===== config.mk =====
export PLATFORM = sky130hd
export DESIGN_NAME = exponent_job_arbiter_flat
export DESIGN_NICKNAME = d
export VERILOG_FILES = /design/src/rtl/exponent_job_arbiter_if.sv /design/src/rtl/exponent_job_arbiter.sv /design/src/flat_wrapper.sv
export SDC_FILE = /design/constraint.sdc
export NUM_CORES = 1
export LEC_CHECK = 0
export CORE_MARGIN = 2
export CORE_UTILIZATION = 35
export DETAILED_ROUTE_END_ITERATION = 8
export DONT_BUFFER_PORTS = 1
export GPL_TIMING_DRIVEN = 0
export SLEW_MARGIN = 15
export SYNTH_ARGS = -nofsm -noshare
export SYNTH_HDL_FRONTEND = slang
export SYNTH_SLANG_ARGS = --single-unit
export TNS_END_PERCENT = 1

===== constraint.sdc =====
create_clock -name i_clk -period 3.7 [get_ports i_clk]
set_clock_uncertainty 0.05 [all_clocks]
set_input_delay 0.555 -clock i_clk [delete_from_list [all_inputs] [get_ports i_clk]]
set_output_delay 0.555 -clock i_clk [all_outputs]
set_load 0.05 [all_outputs]

===== src/rtl/exponent_job_arbiter_if.sv =====
// Bundle of every signal between the exponent job arbiter and the outside world:
// the requester job/response channels, the shared power core and status outputs.
// The master view belongs to the arbiter; the slave view belongs to the requesters
// and the core together.
interface exponent_job_arbiter_if #(
  parameter int N_REQ = 4,
  parameter int X_W   = 4,
  parameter int A_W   = 4,
  parameter int P_W   = 30
);
  logic [N_REQ-1:0]     i_req_valid;
  logic [N_REQ*X_W-1:0] i_req_x;
  logic [N_REQ*A_W-1:0] i_req_a;
  logic [N_REQ-1:0]     o_req_ready;
  logic [N_REQ-1:0]     o_rsp_valid;
  logic [N_REQ-1:0]     i_rsp_ready;
  logic [P_W-1:0]       o_rsp_p;
  logic                 o_rsp_err;
  logic                 o_core_load;
  logic                 o_core_start;
  logic [X_W-1:0]       o_core_x;
  logic [A_W-1:0]       o_core_a;
  logic                 i_core_done;
  logic [P_W-1:0]       i_core_p;
  logic                 o_busy;
  logic [2:0]           o_grant_id;

  modport master (
    input  i_req_valid, i_req_x, i_req_a, i_rsp_ready, i_core_done, i_core_p,
    output o_req_ready, o_rsp_valid, o_rsp_p, o_rsp_err, o_core_load, o_core_start,
           o_core_x, o_core_a, o_busy, o_grant_id
  );

  modport slave (
    output i_req_valid, i_req_x, i_req_a, i_rsp_ready, i_core_done, i_core_p,
    input  o_req_ready, o_rsp_valid, o_rsp_p, o_rsp_err, o_core_load, o_core_start,
           o_core_x, o_core_a, o_busy, o_grant_id
  );
endinterface


===== src/rtl/exponent_job_arbiter.sv =====
// Round-robin scheduler sharing one P = X^A core between N_REQ requesters.
// One job at a time: grant, load, start, a guard cycle that masks a done level
// left over from the previous job, wait (with watchdog), then hold the response
// until its owner accepts it.
module exponent_job_arbiter #(
  parameter int N_REQ       = 4,
  parameter int X_W         = 4,
  parameter int A_W         = 4,
  parameter int P_W         = 30,
  parameter int TIMEOUT_CYC = 255
) (
  input  logic                  i_clk,
  input  logic                  i_rst,
  exponent_job_arbiter_if.master bus
);

  localparam int CNT_W = $clog2(TIMEOUT_CYC + 1);
  localparam logic [CNT_W-1:0] TMO_LAST = CNT_W'(TIMEOUT_CYC - 1);

  typedef enum logic [2:0] {
    ST_IDLE,
    ST_LOAD,
    ST_START,
    ST_GUARD,
    ST_WAIT,
    ST_RESP
  } state_t;

  state_t           state;
  state_t           state_nxt;
  logic [2:0]       last_grant;
  logic [2:0]       grant_id;
  logic [X_W-1:0]   job_x;
  logic [A_W-1:0]   job_a;
  logic [P_W-1:0]   rsp_p;
  logic             rsp_err;
  logic [CNT_W-1:0] tmo_cnt;

  logic [7:0]       valid_ext;
  logic [7:0]       rsp_ready_ext;
  logic [3:0]       cand;
  logic             grant_found;
  logic [2:0]       grant_idx;
  logic [X_W-1:0]   sel_x;
  logic [A_W-1:0]   sel_a;
  logic             handshake;
  logic             timed_out;

  logic [N_REQ-1:0] req_ready;
  logic [N_REQ-1:0] rsp_valid;
  logic             core_load;
  logic             core_start;
  logic             core_drive;
  logic [X_W-1:0]   core_x;
  logic [A_W-1:0]   core_a;
  logic             busy;

  assign valid_ext     = 8'(bus.i_req_valid);
  assign rsp_ready_ext = 8'(bus.i_rsp_ready);
  assign handshake     = rsp_ready_ext[grant_id];
  assign timed_out     = (tmo_cnt == TMO_LAST);

  // Pick the first pending request after the last served one, wrapping around.
  always_comb begin
    grant_found = 1'b0;
    grant_idx   = '0;
    cand        = '0;
    for (int i = 1; i <= N_REQ; i++) begin
      cand = {1'b0, last_grant} + 4'(i);
      if (cand >= 4'(N_REQ)) cand = cand - 4'(N_REQ);
      if (!grant_found && valid_ext[cand[2:0]]) begin
        grant_found = 1'b1;
        grant_idx   = cand[2:0];
      end
    end
  end

  // Route the winning requester's operands towards the job registers.
  always_comb begin
    sel_x = '0;
    sel_a = '0;
    for (int k = 0; k < N_REQ; k++) begin
      if (grant_idx == 3'(k)) begin
        sel_x = bus.i_req_x[k*X_W +: X_W];
        sel_a = bus.i_req_a[k*A_W +: A_W];
      end
    end
  end

  // State register; reset aborts any job in flight.
  always_ff @(posedge i_clk or posedge i_rst) begin
    if (i_rst) state <= ST_IDLE;
    else       state <= state_nxt;
  end

  // Next-state sequencing of one job through the core.
  always_comb begin
    state_nxt = state;
    case (state)
      ST_IDLE:  if (grant_found) state_nxt = ST_LOAD;
      ST_LOAD:  state_nxt = ST_START;
      ST_START: state_nxt = ST_GUARD;
      ST_GUARD: state_nxt = ST_WAIT;
      ST_WAIT:  if (bus.i_core_done || timed_out) state_nxt = ST_RESP;
      ST_RESP:  if (handshake) state_nxt = ST_IDLE;
      default:  state_nxt = ST_IDLE;
    endcase
  end

  // Job, result, watchdog and round-robin bookkeeping.
  always_ff @(posedge i_clk or posedge i_rst) begin
    if (i_rst) begin
      last_grant <= 3'(N_REQ - 1);
      grant_id   <= '0;
      job_x      <= '0;
      job_a      <= '0;
      rsp_p      <= '0;
      rsp_err    <= 1'b0;
      tmo_cnt    <= '0;
    end else begin
      case (state)
        ST_IDLE: begin
          if (grant_found) begin
            grant_id <= grant_idx;
            job_x    <= sel_x;
            job_a    <= sel_a;
          end
        end
        ST_GUARD: tmo_cnt <= '0;
        ST_WAIT: begin
          if (bus.i_core_done) begin
            rsp_p   <= bus.i_core_p;
            rsp_err <= 1'b0;
          end else begin
            tmo_cnt <= tmo_cnt + CNT_W'(1);
            if (timed_out) begin
              rsp_p   <= '0;
              rsp_err <= 1'b1;
            end
          end
        end
        ST_RESP: if (handshake) last_grant <= grant_id;
        default: ;
      endcase
    end
  end

  // Decode handshake pulses and core controls from the current state.
  always_comb begin
    req_ready = '0;
    rsp_valid = '0;
    for (int k = 0; k < N_REQ; k++) begin
      req_ready[k] = (state == ST_IDLE) && grant_found && !i_rst && (grant_idx == 3'(k));
      rsp_valid[k] = (state == ST_RESP) && (grant_id == 3'(k));
    end
    core_load  = (state == ST_LOAD);
    core_start = (state == ST_START);
    core_drive = (state == ST_LOAD) || (state == ST_START) ||
                 (state == ST_GUARD) || (state == ST_WAIT);
    core_x     = core_drive ? job_x : '0;
    core_a     = core_drive ? job_a : '0;
    busy       = (state != ST_IDLE);
  end

  assign bus.o_req_ready  = req_ready;
  assign bus.o_rsp_valid  = rsp_valid;
  assign bus.o_rsp_p      = rsp_p;
  assign bus.o_rsp_err    = rsp_err;
  assign bus.o_core_load  = core_load;
  assign bus.o_core_start = core_start;
  assign bus.o_core_x     = core_x;
  assign bus.o_core_a     = core_a;
  assign bus.o_busy       = busy;
  assign bus.o_grant_id   = grant_id;

endmodule


===== src/flat_wrapper.sv =====
// flat-port wrapper written by rule: the top's interface ports become plain ports
module exponent_job_arbiter_flat 
#(
  parameter int N_REQ       = 4,
  parameter int X_W         = 4,
  parameter int A_W         = 4,
  parameter int P_W         = 30,
  parameter int TIMEOUT_CYC = 255
)
  (i_clk, i_rst, bus_i_req_valid, bus_i_req_x, bus_i_req_a, bus_i_rsp_ready, bus_i_core_done, bus_i_core_p, bus_o_req_ready, bus_o_rsp_valid, bus_o_rsp_p, bus_o_rsp_err, bus_o_core_load, bus_o_core_start, bus_o_core_x, bus_o_core_a, bus_o_busy, bus_o_grant_id);
  exponent_job_arbiter_if #(.N_REQ(N_REQ), .X_W(X_W), .A_W(A_W), .P_W(P_W)) bus_i ();
  input  logic i_clk;
  input  logic i_rst;
  input wire logic [$bits(bus_i.i_req_valid)-1:0] bus_i_req_valid;
  input wire logic [$bits(bus_i.i_req_x)-1:0] bus_i_req_x;
  input wire logic [$bits(bus_i.i_req_a)-1:0] bus_i_req_a;
  input wire logic [$bits(bus_i.i_rsp_ready)-1:0] bus_i_rsp_ready;
  input wire logic [$bits(bus_i.i_core_done)-1:0] bus_i_core_done;
  input wire logic [$bits(bus_i.i_core_p)-1:0] bus_i_core_p;
  output wire logic [$bits(bus_i.o_req_ready)-1:0] bus_o_req_ready;
  output wire logic [$bits(bus_i.o_rsp_valid)-1:0] bus_o_rsp_valid;
  output wire logic [$bits(bus_i.o_rsp_p)-1:0] bus_o_rsp_p;
  output wire logic [$bits(bus_i.o_rsp_err)-1:0] bus_o_rsp_err;
  output wire logic [$bits(bus_i.o_core_load)-1:0] bus_o_core_load;
  output wire logic [$bits(bus_i.o_core_start)-1:0] bus_o_core_start;
  output wire logic [$bits(bus_i.o_core_x)-1:0] bus_o_core_x;
  output wire logic [$bits(bus_i.o_core_a)-1:0] bus_o_core_a;
  output wire logic [$bits(bus_i.o_busy)-1:0] bus_o_busy;
  output wire logic [$bits(bus_i.o_grant_id)-1:0] bus_o_grant_id;
  assign bus_i.i_req_valid = bus_i_req_valid;
  assign bus_i.i_req_x = bus_i_req_x;
  assign bus_i.i_req_a = bus_i_req_a;
  assign bus_i.i_rsp_ready = bus_i_rsp_ready;
  assign bus_i.i_core_done = bus_i_core_done;
  assign bus_i.i_core_p = bus_i_core_p;
  assign bus_o_req_ready = bus_i.o_req_ready;
  assign bus_o_rsp_valid = bus_i.o_rsp_valid;
  assign bus_o_rsp_p = bus_i.o_rsp_p;
  assign bus_o_rsp_err = bus_i.o_rsp_err;
  assign bus_o_core_load = bus_i.o_core_load;
  assign bus_o_core_start = bus_i.o_core_start;
  assign bus_o_core_x = bus_i.o_core_x;
  assign bus_o_core_a = bus_i.o_core_a;
  assign bus_o_busy = bus_i.o_busy;
  assign bus_o_grant_id = bus_i.o_grant_id;
  exponent_job_arbiter #(.N_REQ(N_REQ), .X_W(X_W), .A_W(A_W), .P_W(P_W), .TIMEOUT_CYC(TIMEOUT_CYC)) u_core (.i_clk(i_clk), .i_rst(i_rst), .bus(bus_i));
endmodule

[After elaboration in Yosys (flattened, before gate mapping)]
Cells that the tools add are included.
Word-level totals
  bits in registers: 56
  input port bits: 73
  output and inout port bits: 53
Operators by class
  add/subtract/negate cells: 9
  $lt $le $gt $ge: 9
  equal/unequal tests: 16
  multiplexer cells: 42
  reductions and logical operators: 32
Operators by type and width (count)
  $mux W30: 2
  $mux W4: 10
  $mux W3: 11
  $lt A3 B4 Y1 const B: 5
  $eq A3 B2 Y1 const B: 6
  $pmux W3 S6: 1
  $ge A4 B3 Y1 const B: 4
  $pmux W8 S2: 1
  $bmux W1 S3: 5
  $logic_and A1 B1 Y1: 13
  $sub A3 B3 Y3 const B: 4
  $mux W1: 11
  $eq A3 B1 Y1 const B: 3
  $logic_not A3 Y1: 3
  $add A3 B2 Y4 const B: 2
  $add A8 B1 Y8 const B: 1
  $eq A8 B8 Y1 const B: 1
  $mux W8: 1
  $reduce_and A2 Y1: 4
  $eq A3 B3 Y1 const B: 2
  $ne A2 B1 Y1 const B: 3
  $add A3 B1 Y4 const B: 1
  $add A3 B3 Y4 const B: 1
  $logic_not A1 Y1: 4
  5 further kinds: 9

[Logic depth before layout (Yosys ltp)]
Gate-level depths: netlist of the first run.
  depth after elaboration: 20
  depth in mapped cells: 11
  mapped depth without buffers: 8

[Worst setup path after synthesis of the first run]
No wires, ideal clock.
  path type: reg-to-output
  from: register u_core.last_grant[0]
  to: output port bus_o_req_ready[2]
  arrival time: 3.840 ns
  required time: 3.095 ns
  setup slack: -0.745 ns
  cell stages (with the launch flop): 10
  cells stage by stage: dfstp_2 -> buf_6 -> inv_1 -> ha_1 -> buf_2 -> mux4_2 -> or4b_1 -> o21a_2 -> o21ai_4 -> nor4b_1
On the way
  word-level cells in the longest chain between the ends: 18
RTL lines
  start: declaration: RTL line exponent_job_arbiter.sv:31  | logic [2:0] last_grant;
  start signal: assignment: RTL line exponent_job_arbiter.sv:113  | last_grant <= 3'(N_REQ - 1);
  start signal: assignment: RTL line exponent_job_arbiter.sv:142  | ST_RESP: if (handshake) last_grant <= grant_id;
  branches (longest 17 deep; another with $add A3 B1 Y4)
  $logic_and A1 B1 Y1 (*): RTL line exponent_job_arbiter.sv:153  | req_ready[k] = (state == ST_IDLE) && grant_found && !i_rst && (grant_idx == 3'(k));
  end: declaration: RTL line flat_wrapper.sv:20  | output wire logic [$bits(bus_i.o_req_ready)-1:0] bus_o_req_ready;
Mark *: on every way between the ends. The select of a mux whose other input is x is not followed.

[Final worst setup path of the first run]
  from: register u_core.last_grant[0]
  to: output port bus_o_req_ready[1]
Same word-level chain as after synthesis.

==> results of run 1 <==
cell usage in the layout (no fill, tap or decap), types with 3 or more instances in the layout:
cell,instances
clkbuf_8,6
dfrtp_1,54
buf_4,6
buf_6,4
mux2i_1,18
nand2b_1,4
nor2_1,15
clkbuf_1,10
and3_1,13
a21oi_1,3
ha_1,3
mux2_2,5
inv_1,4
o21ai_0,5
nand2_1,19
xor2_1,6
nand3_1,4
o221ai_2,8
a22o_1,30
per-layer routing:
metal,up-vias,track usage [%]
met5,-,0
met4,0,2.857
met3,3,4.855
met2,97,23.83
met1,1003,18.85
li1,989,-
worst register-to-register path, delay by kind of cell, from the launching register on:
family / cells / cell delay (ns)
adders and majority gates: 1 / 0.26
AOI/OAI and AO/OA: 3 / 0.38
muxes: 1 / 0.30
DFF: 1 / 0.58
and+or+nand+nor: 2 / 0.59
buffers and inverters: 4 / 0.49
sequential cells by signal, summed over array words and instances, names as in the netlist:
register	flops
u_core.state	3
u_core.bus.o_rsp_err	1
u_core.tmo_cnt	8
u_core.job_x	4
u_core.last_grant	3
u_core.bus.o_grant_id	3
u_core.bus.o_rsp_p	30
u_core.job_a	4
kinds of logic (layout without fill, tap and decap cells):
group / after synthesis / count (layout) / share of synthesized area, %
compound gates: 59 / 59 / 18.14
xor+xnor: 6 / 6 / 1.784
fa+ha+maj: 4 / 4 / 1.699
buf+inv: 24 / 37 / 4.460
flops: 56 / 56 / 47.66
mux: 28 / 28 / 11.13
simple gates: 82 / 82 / 15.12
final timing paths:
| path | start | end | slack (ns) | cells past startpoint |
|---|---|---|---|---|
| min in group i_clk | bus_i_core_p[14] | u_core.bus.o_rsp_p[14] | 0.32 | 1 |
| setup / recovery | u_core.last_grant[0] | bus_o_req_ready[1] | 0.1 | 9 |
| hold / removal | i_rst | u_core.bus.o_grant_id[0] | 0.16 | 1 |
| setup reg to reg | u_core.last_grant[0] | u_core.job_a[3] | 0.93 | 11 |
| hold reg to reg | u_core.job_a[0] | u_core.job_a[0] | 0.44 | 2 |
| max in group asynchronous | i_rst | u_core.bus.o_rsp_p[5] | 2.99 | 1 |
through the flow:
step	std cells	setup TNS [ns]
after floorplan	259	-0.4407
after global placement	364	-1.014
after detailed placement	366	-0.4629
after CTS	378	0
after global routing	377	0
final	377	0
final cells by class:
cell class / instances / area [um2]
fill: 793 / 4841
multi-input combinational: 179 / 1524
sequential: 56 / 1404
tap: 105 / 131.4
buffer: 16 / 102.6
clock buffer: 6 / 82.58
timing repair buffer: 7 / 48.80
inverter: 6 / 27.53
clock inverter: 2 / 13.76
Yosys cell counts, types with 2 or more instances:
| cell | number |
|---|---|
| or3_1 | 2 |
| nand2b_1 | 4 |
| nor3b_1 | 3 |
| mux2_2 | 5 |
| nand2_1 | 20 |
| ha_1 | 4 |
| a21oi_1 | 3 |
| dfstp_2 | 2 |
| nor4_1 | 2 |
| nor4b_1 | 2 |
| nand3_1 | 4 |
| and3_1 | 13 |
| mux4_2 | 2 |
| nor2_1 | 15 |
| xor2_1 | 6 |
| inv_1 | 6 |
| clkbuf_1 | 10 |
| o221ai_2 | 8 |
| a22o_1 | 30 |
| and2_1 | 2 |
| a21boi_0 | 2 |
| o21ai_0 | 5 |
| dfrtp_1 | 54 |
| nor2b_1 | 2 |
| buf_6 | 5 |
| a31o_2 | 2 |
| nor3_1 | 3 |
| nand4_1 | 2 |
| o22ai_1 | 2 |
| mux2i_1 | 20 |
| buf_2 | 3 |
what timing repair did:
| item | CTS | global route |
|---|---|---|
| cloned | 0 | 0 |
| buffers inserted | 5 | 0 |
| endpoints found under the setup margin | 4 | 4 |
| hold buffers | 0 | 0 |
| pin swaps | 2 | 4 |
| gates resized for setup | 9 | 8 |
==> results.sh, run 1 <==
export IMPL_fin_crit_ns=3.600
export IMPL_place_hpwl_um=4748
export IMPL_hold_worst_slack_ns=0.1612
export IMPL_wl_met2_um=3088
export IMPL_timing_slew_headroom_pct=33.53
export IMPL_slew_viol_final=0
export IMPL_grt_overflow=0
export IMPL_grt_pass1_wl_um=10440
export IMPL_status="finished, final reports clean"
export IMPL_dieArea_mm2=0.009165
export IMPL_clk_latency_ns=0.30
export IMPL_synth_area_leaders="dfrtp_1 (46%), a22o_1 (8.9%), mux2i_1 (6.8%), o221ai_2 (4.1%), and3_1 (2.8%)"
export IMPL_drtAntennaViolNets=0
export IMPL_cts_htree_levels=2
export IMPL_drc=0
export IMPL_fp_row_count=33
export IMPL_dpl_worst_slack_ns=-0.2547
export IMPL_root_buffer="clkbuf_8"
export IMPL_synthesis_nets=336
export IMPL_cp_buffers_inverters=3
export IMPL_routed_wl_um=6554
export IMPL_ys_seq_area_share_pct=47.66
export IMPL_die_h_um=95.74
export IMPL_worst_setup_path_end_kind="primary output"
export IMPL_setup_slack_ns=0.09982
export IMPL_synthArstFlopShare_pct=100.0
export IMPL_path_cells="inv_4, ha_4, buf_6, mux2_2, nor4_4, nand2_1, nand4_4, buf_8, nor4b_4"
export IMPL_setup_violations=0
export IMPL_detailed_place_area_mm2=0.003119
export IMPL_dr_wl_met3_um=591
export IMPL_arrival_ns=3.00
export IMPL_path_clk_slew_ns=0.10
export IMPL_synthesis_area_mm2=0.002945
export IMPL_synth_edf_count=0
export IMPL_crit_type="reg2out"
export IMPL_worst_pin_slew_ns=0.9934
export IMPL_fmax_mhz=277.8
export IMPL_avgRoutedWirePerCell_um=17.38
export IMPL_n_antenna_cell=0
export IMPL_utilization_pct=40.79
export IMPL_antenna_found_initial=0
export IMPL_ys_types=47
export IMPL_vias_per_cell=5.549
export IMPL_min_period_over_period_pct=97.30
export IMPL_critPathTopFamily="simple AND/OR/NAND/NOR gates"
export IMPL_synth_top_cell_by_area="dfrtp_1"
export IMPL_nets=348
export IMPL_drive_above_1_share_pct=20.96
export IMPL_grt_util_all_layers_pct=14.52
export IMPL_ys_warnings_count=0
export IMPL_postSynthAreaPerCell_um2=11.37
export IMPL_clk_path_buf_depth=2
export IMPL_worst_path_max_delay_cell="nor4b_4"
export IMPL_cts_sinks=56
export IMPL_hold_violations=0
export IMPL_met1_length_um=2836
export IMPL_synth_cells=259
export IMPL_synth_top_cell_area_share_pct=45.88
export IMPL_ys_flop_type="dfrtp_1"
export IMPL_place_congestion=0.7521
export IMPL_vias=2092
export IMPL_die_w_um=95.74
export IMPL_syn2layout_area_growth_pct=13.21
export IMPL_cts_buffers=5
export IMPL_core_area_mm2=0.008175
export IMPL_first_pass_iters=4
export IMPL_crit_path_max_fanout=10
export IMPL_final_area_mm2=0.003334
export IMPL_hp_class="in2async"
export IMPL_grt_max_degree=58
export IMPL_drt_iter0_drc=105
export IMPL_crit_required_ns=3.09
export IMPL_ys_ff_latch=56
export IMPL_port_buffers=0
export IMPL_cts_tree="built"
export IMPL_slowest_delay_ns=0.62
export IMPL_cap_violations=0
export IMPL_highest_layer="met4"
export IMPL_initial_core_util_pct=36.03
export IMPL_cp_start_kind="flip-flop"
export IMPL_ios=126
export IMPL_grt_pass1_vias=2094
export IMPL_rsz0062_at_grt="false"
Power of run 1 is not shown: default switching activity piles up to over one toggle a cycle in this logic, so the estimate is an artifact.
==> run 2: changes to the inputs <==
- clock period: 3.7 -> 3 ns (I/O delays scaled with it)
==> results.sh, run 2 (synthesis gave the netlist of run 1 again) <==
export IMPL_setup_violations=4
export IMPL_status="complete, but fails checks"
export IMPL_rsz0062_at_grt="true"
export IMPL_path_clk_slew_ns=0.10
export IMPL_placed_cells=366
export IMPL_holdBufCountCts=0
export IMPL_drt_iter0_drc=77
export IMPL_hold_violations=0
export IMPL_cts_htree_levels=2
export IMPL_grt_pass1_wl_um=10380
export IMPL_fin_cells=382
export IMPL_vias=2107
export IMPL_violations="setup timing"
export IMPL_core_area_mm2=0.008175
export IMPL_grt_pass1_vias=2094
export IMPL_crit_required_ns=2.50
export IMPL_dieArea_mm2=0.009165
export IMPL_fmax_mhz=286.0
export IMPL_busiest_layer="met2"
export IMPL_cp_start_kind="flip-flop"
export IMPL_min_period_over_period_pct=116.5
export IMPL_root_buffer="clkbuf_8"
export IMPL_grtUsageMet2_pct=23.19
export IMPL_drive_above_1_share_pct=22.83
export IMPL_place_hpwl_um=4912
export IMPL_final_common_cell="dfrtp_1"
export IMPL_grt_util_all_layers_pct=14.61
export IMPL_syn2layout_area_growth_pct=14.27
export IMPL_worst_setup_path_end_kind="primary output"
export IMPL_drc=0
export IMPL_avgRoutedWirePerCell_um=17.47
export IMPL_use_met3_pct=5.012
export IMPL_cts_buffers=5
export IMPL_fin_crit_ns=3.496
export IMPL_cts_tree="built"
export IMPL_port_buffers=0
export IMPL_final_cell_mix="dfrtp_1 (54), a22o_1 (30), nand2_1 (20)"
export IMPL_first_pass_iters=4
export IMPL_grt_max_degree=58
export IMPL_arrival_ns=3.00
export IMPL_slew_viol_final=0
export IMPL_largest_reg_flops=30
export IMPL_routed_wl_um=6674
export IMPL_initial_core_util_pct=36.03
export IMPL_place_congestion=0.7984
export IMPL_crit_path_max_fanout=4
export IMPL_nets=352
export IMPL_clk_path_buf_depth=2
export IMPL_use_met1_pct=18.76
export IMPL_worst_pin_slew_ns=1.058
export IMPL_setup_slack_ns=-0.4963
export IMPL_fp_row_count=33
export IMPL_clk_latency_ns=0.31
export IMPL_crit_type="reg2out"
export IMPL_drtAntennaViolNets=0
export IMPL_vias_per_cell=5.516
export IMPL_ios=126
export IMPL_hp_class="in2async"
export IMPL_die_w_um=95.74
export IMPL_cap_violations=0
export IMPL_timing_slew_headroom_pct=29.20
export IMPL_cts_sinks=56
export IMPL_antenna_found_initial=1
export IMPL_grt_overflow=0
export IMPL_die_h_um=95.74
run 2: cell types whose count changed in the layout (fill, tap and decap cells not counted), sizes merged:
cell    previous run  this run
inv                7         8
buf               13        17
clkinv             1         0
diode              0         1
run 2: critical path, cell delays in order, from the launching register on:
cell and delay [ns]:
dfstp_2 0.56, buf_6 0.12, inv_6 0.03, ha_4 0.28, mux4_2 0.31, or4b_1 0.47, o21a_2 0.15, o21ai_4 0.13
nor4b_4 0.63
run 2: layout make-up:
cell class,count,area [um2]
plain buffers,17,118.9
repair buffers,10,71.32
multi-input cells,179,1518
well taps,105,131.4
diodes,1,2.502
flip-flops and latches,56,1404
clock inverters,2,17.52
inverters,6,30.03
fillers,813,4810
clock buffers,6,72.57
run 2: final timing paths:
check,end,from,slack [ns],depth (start not counted)
max in group asynchronous,u_core.bus.o_rsp_p[5],i_rst,2.38,1
min in group i_clk,u_core.bus.o_rsp_p[18],bus_i_core_p[18],0.21,1
min reg2reg,u_core.job_a[0],u_core.job_a[0],0.45,2
max reg2reg,u_core.job_a[0],u_core.last_grant[0],0.20,11
min,u_core.job_x[0],i_rst,0.05,1
max,bus_o_req_ready[2],u_core.last_grant[0],-0.50,8
run 2: metal layers:
layer	part of all wire (%)	vias up	wire length, um
met5	0	-	0
met4	0.97	0	65
met3	7.4	6	492
met2	48	80	3198
met1	44	1027	2916
li1	-	994	-
run 2: per-stage QoR:
step	area, um2	worst slack (ns)	TNS (ns)	util [%]	hold slack (ns)
after floorplan	3018	-0.3347	-0.6321	-	0.3995
after global placement	3149	-0.5129	-1.374	38.52	0.4158
after detailed placement	3173	-0.5128	-1.395	38.81	0.4138
after CTS	3348	-0.5498	-1.993	40.96	0.08318
after global routing	3363	-0.6198	-2.330	41.14	0.09786
final	3366	-0.4963	-1.859	41.17	0.04736
run 2: timing repair:
action | 4_1_cts | 5_1_grt
resized for setup | 9 | 4
pin swaps | 3 | 1
cloned | 0 | 0
setup buffers | 8 | 0
endpoints found under the setup margin | 4 | 6
Power of run 2 is left out for the same reason.
==> run 3: changes to the inputs <==
- ABC_AREA: unset -> 1
==> results.sh, run 3 <==
export IMPL_port_buffers=0
export IMPL_synth_area_leaders="dfrtp_1 (44%), nand2_1 (16%), nand3_1 (10%), inv_1 (5.2%), nor2_1 (4.4%)"
export IMPL_ios=126
export IMPL_synth_top_cell_by_area="dfrtp_1"
export IMPL_synth_commonest_cells="nand2_1 (131), nand3_1 (62), dfrtp_1 (54), inv_1 (42), nor2_1 (36)"
export IMPL_tns_ns=-0.2134
export IMPL_timing_slew_headroom_pct=38.52
export IMPL_path_clk_slew_ns=0.11
export IMPL_cts_buffers=5
export IMPL_initial_core_util_pct=35.40
export IMPL_r2r_end="u_core.job_a[1]"
export IMPL_vias=2783
export IMPL_netSwitchingPower_mw=1.624
export IMPL_vias_per_cell=5.078
export IMPL_n_antenna_cell=0
export IMPL_nets=516
export IMPL_final_common_cell="nand2_1"
export IMPL_grt_pass1_wl_um=13250
export IMPL_synthesis_area_mm2=0.003042
export IMPL_crit_path_max_fanout=6
export IMPL_fmax_mhz=325.4
export IMPL_crit_reg2reg_launch="u_core.last_grant[1]"
export IMPL_synthMuxAreaShare_pct=0.3702
export IMPL_synth_edf_count=0
export IMPL_status="complete, but fails checks"
export IMPL_dieArea_mm2=0.009452
export IMPL_grt_overflow=0
export IMPL_ys_types=30
export IMPL_grt_max_degree=33
export IMPL_synth_xor_area_share_pct=0
export IMPL_cp_buffers_inverters=3
export IMPL_fin_crit_ns=3.073
export IMPL_cap_violations=0
export IMPL_die_w_um=97.22
export IMPL_hold_violations=0
export IMPL_power_density_mw_per_mm2=818.5
export IMPL_synth_compound_area_share_pct=5.923
export IMPL_core_area_mm2=0.008593
export IMPL_leakage_nw=1.782
export IMPL_p_clk_share_pct=14.3
export IMPL_critPathTopFamily="simple AND/OR/NAND/NOR gates"
export IMPL_cts_htree_levels=2
export IMPL_crit_required_ns=2.50
export IMPL_slew_viol_final=0
export IMPL_dr_wl_met3_um=802
export IMPL_comb_power_share_pct=23.3
export IMPL_synthAdderAreaFrac_pct=1.645
export IMPL_cts_tree="built"
export IMPL_routed_wl_um=8069
export IMPL_synth_most_common_cell="nand2_1"
export IMPL_syn2layout_area_growth_pct=19.09
export IMPL_grt_util_all_layers_pct=16.83
export IMPL_antenna_found_initial=0
export IMPL_rr_worst_depth=16
export IMPL_sw_frac_of_total_pct=54.77
export IMPL_utilization_pct=42.15
export IMPL_drc=0
export IMPL_grt_pass1_vias=2693
export IMPL_setup_slack_ns=-0.07276
export IMPL_p_int_mw=1.341
export IMPL_path_cells="clkinvlp_4, ha_4, inv_4, nand3_4, nand3_4, nand3_2, nand2_2, nor2_2, nand2_2, buf_8, nor3_4"
export IMPL_cts_sinks=56
export IMPL_vdd_drop_max_uv=541.3
export IMPL_rsz0062_at_grt="true"
export IMPL_synth_top_cell_area_share_pct=44.43
export IMPL_place_hpwl_um=5803
export IMPL_first_pass_iters=4
export IMPL_crit_type="reg2out"
export IMPL_place_congestion=0.8645
export IMPL_final_cell_mix="nand2_1 (127), nand3_1 (57), dfrtp_1 (54)"
export IMPL_violations="setup timing"
export IMPL_ys_seq_area_share_pct=46.15
export IMPL_ys_flop_type="dfrtp_1"
export IMPL_clk_latency_ns=0.31
export IMPL_die_h_um=97.22
export IMPL_min_period_over_period_pct=102.4
export IMPL_setup_violations=4
export IMPL_arrival_ns=2.57
export IMPL_synth_top_family_by_area="simple AND/OR/NAND/NOR gates"
export IMPL_reg2reg_setup_slack_ns=0.40
export IMPL_wl_met2_um=3735
export IMPL_placed_cells=524
export IMPL_root_buffer="clkbuf_8"
export IMPL_fp_row_count=34
export IMPL_worst_pin_slew_ns=0.9188
export IMPL_synthesis_nets=492
export IMPL_slowest_delay_ns=0.56
export IMPL_cp_start_kind="flip-flop"
export IMPL_drt_iter0_drc=97
export IMPL_fin_cells=548
export IMPL_seqPwrFrac_pct=62.4
export IMPL_ys_ff_latch=56
export IMPL_synth_cells=415
export IMPL_yosys_area_share_simple_pct=37.97
export IMPL_postSynthAreaPerCell_um2=7.329
export IMPL_hp_class="in2async"
export IMPL_worst_setup_path_end_kind="primary output"
export IMPL_met1_length_um=3400
export IMPL_clk_path_buf_depth=2
export IMPL_power_mw=2.965
export IMPL_largest_reg_flops=30
export IMPL_drive_above_1_share_pct=19.77
export IMPL_drtAntennaViolNets=0
export IMPL_ys_warnings_count=0
export IMPL_highest_layer="met4"
export IMPL_synthArstFlopShare_pct=100.0
export IMPL_avgRoutedWirePerCell_um=14.72
export IMPL_worst_path_max_delay_cell="dfstp_2"
[run 3: changes by cell type in the layout (fill, tap and decap cells not counted), moves of 7 or more]
cell,before,now
nor2_2,2,12
nor2_1,13,24
o21ai_0,5,15
nand2_1,20,127
a22o_1,30,0
o221ai_2,8,0
nand2_2,0,8
mux2i_1,18,0
and3_1,13,0
inv_1,3,38
nand4_1,2,9
nand3_1,4,57
[run 3: worst max-delay path by stage]
stage                          from                  to  slack (ns)  cells after the start
6_report       u_core.last_grant[1]  bus_o_req_ready[1]       -0.07                     11
3_3_place_gp   u_core.last_grant[1]  bus_o_req_ready[2]       -0.37                     11
5_1_grt        u_core.last_grant[1]  bus_o_req_ready[1]       -0.17                     11
3_5_place_dp   u_core.last_grant[1]  bus_o_req_ready[2]       -0.41                     11
2_1_floorplan  u_core.last_grant[0]  bus_o_req_ready[0]       -0.09                     11
4_1_cts             u_core.state[2]     bus_o_core_a[2]       -0.08                      5
[run 3: power by group through the flow]
stage          sequential [mW]  combinational (mW)  clock, mW
2_1_floorplan             1.81               0.542          0
3_3_place_gp              1.86               0.646          0
3_5_place_dp              1.86               0.680          0
4_1_cts                   1.85               0.677      0.442
5_1_grt                   1.88               0.826      0.473
6_report                  1.85               0.691      0.423
[run 3: cells by family after synthesis]
group | after synthesis
compound gates | 30
simple gates | 264
flops | 56
fa+ha+maj | 4
buf+inv | 60
mux | 1
[run 3: layout make-up]
| cell class | count | area [um2] |
|---|---|---|
| fill | 870 | 4971 |
| multi-input combinational | 299 | 1580 |
| sequential | 56 | 1404 |
| inverter | 46 | 185.2 |
| timing repair buffer | 17 | 143.9 |
| tap | 108 | 135.1 |
| buffer | 14 | 83.83 |
| clock buffer | 5 | 68.82 |
| clock inverter | 3 | 21.27 |
[run 3: what timing repair did]
| item | in CTS | in global routing |
|---|---|---|
| hold buffers | 0 | 0 |
| pin swaps | 13 | 8 |
| resized for setup | 27 | 16 |
| setup buffers | 12 | 4 |
| hold endpoints to repair | 0 | 0 |
| cloned | 0 | 0 |
| endpoints found under the setup margin | 12 | 12 |
[run 3: per-layer routing]
metal | vias to the layer above | GRT usage [%]
met2 | 128 | 26.39
met5 | - | 0
met3 | 13 | 5.540
met1 | 1263 | 22.48
met4 | 0 | 4.594
li1 | 1379 | -
[run 3: metrics by stage]
stage                     setup slack [ns]  cell area (um2)  hold slack (ns)
after floorplan                   -0.09379             3063           0.3988
after global placement             -0.3676             3198           0.4141
after detailed placement           -0.4126             3238           0.3734
after CTS                         -0.07555             3545          0.01943
after global routing               -0.1693             3622          0.04227
final                             -0.07276             3622          0.01351
No activity file was read; power rests on OpenSTA's default activity.
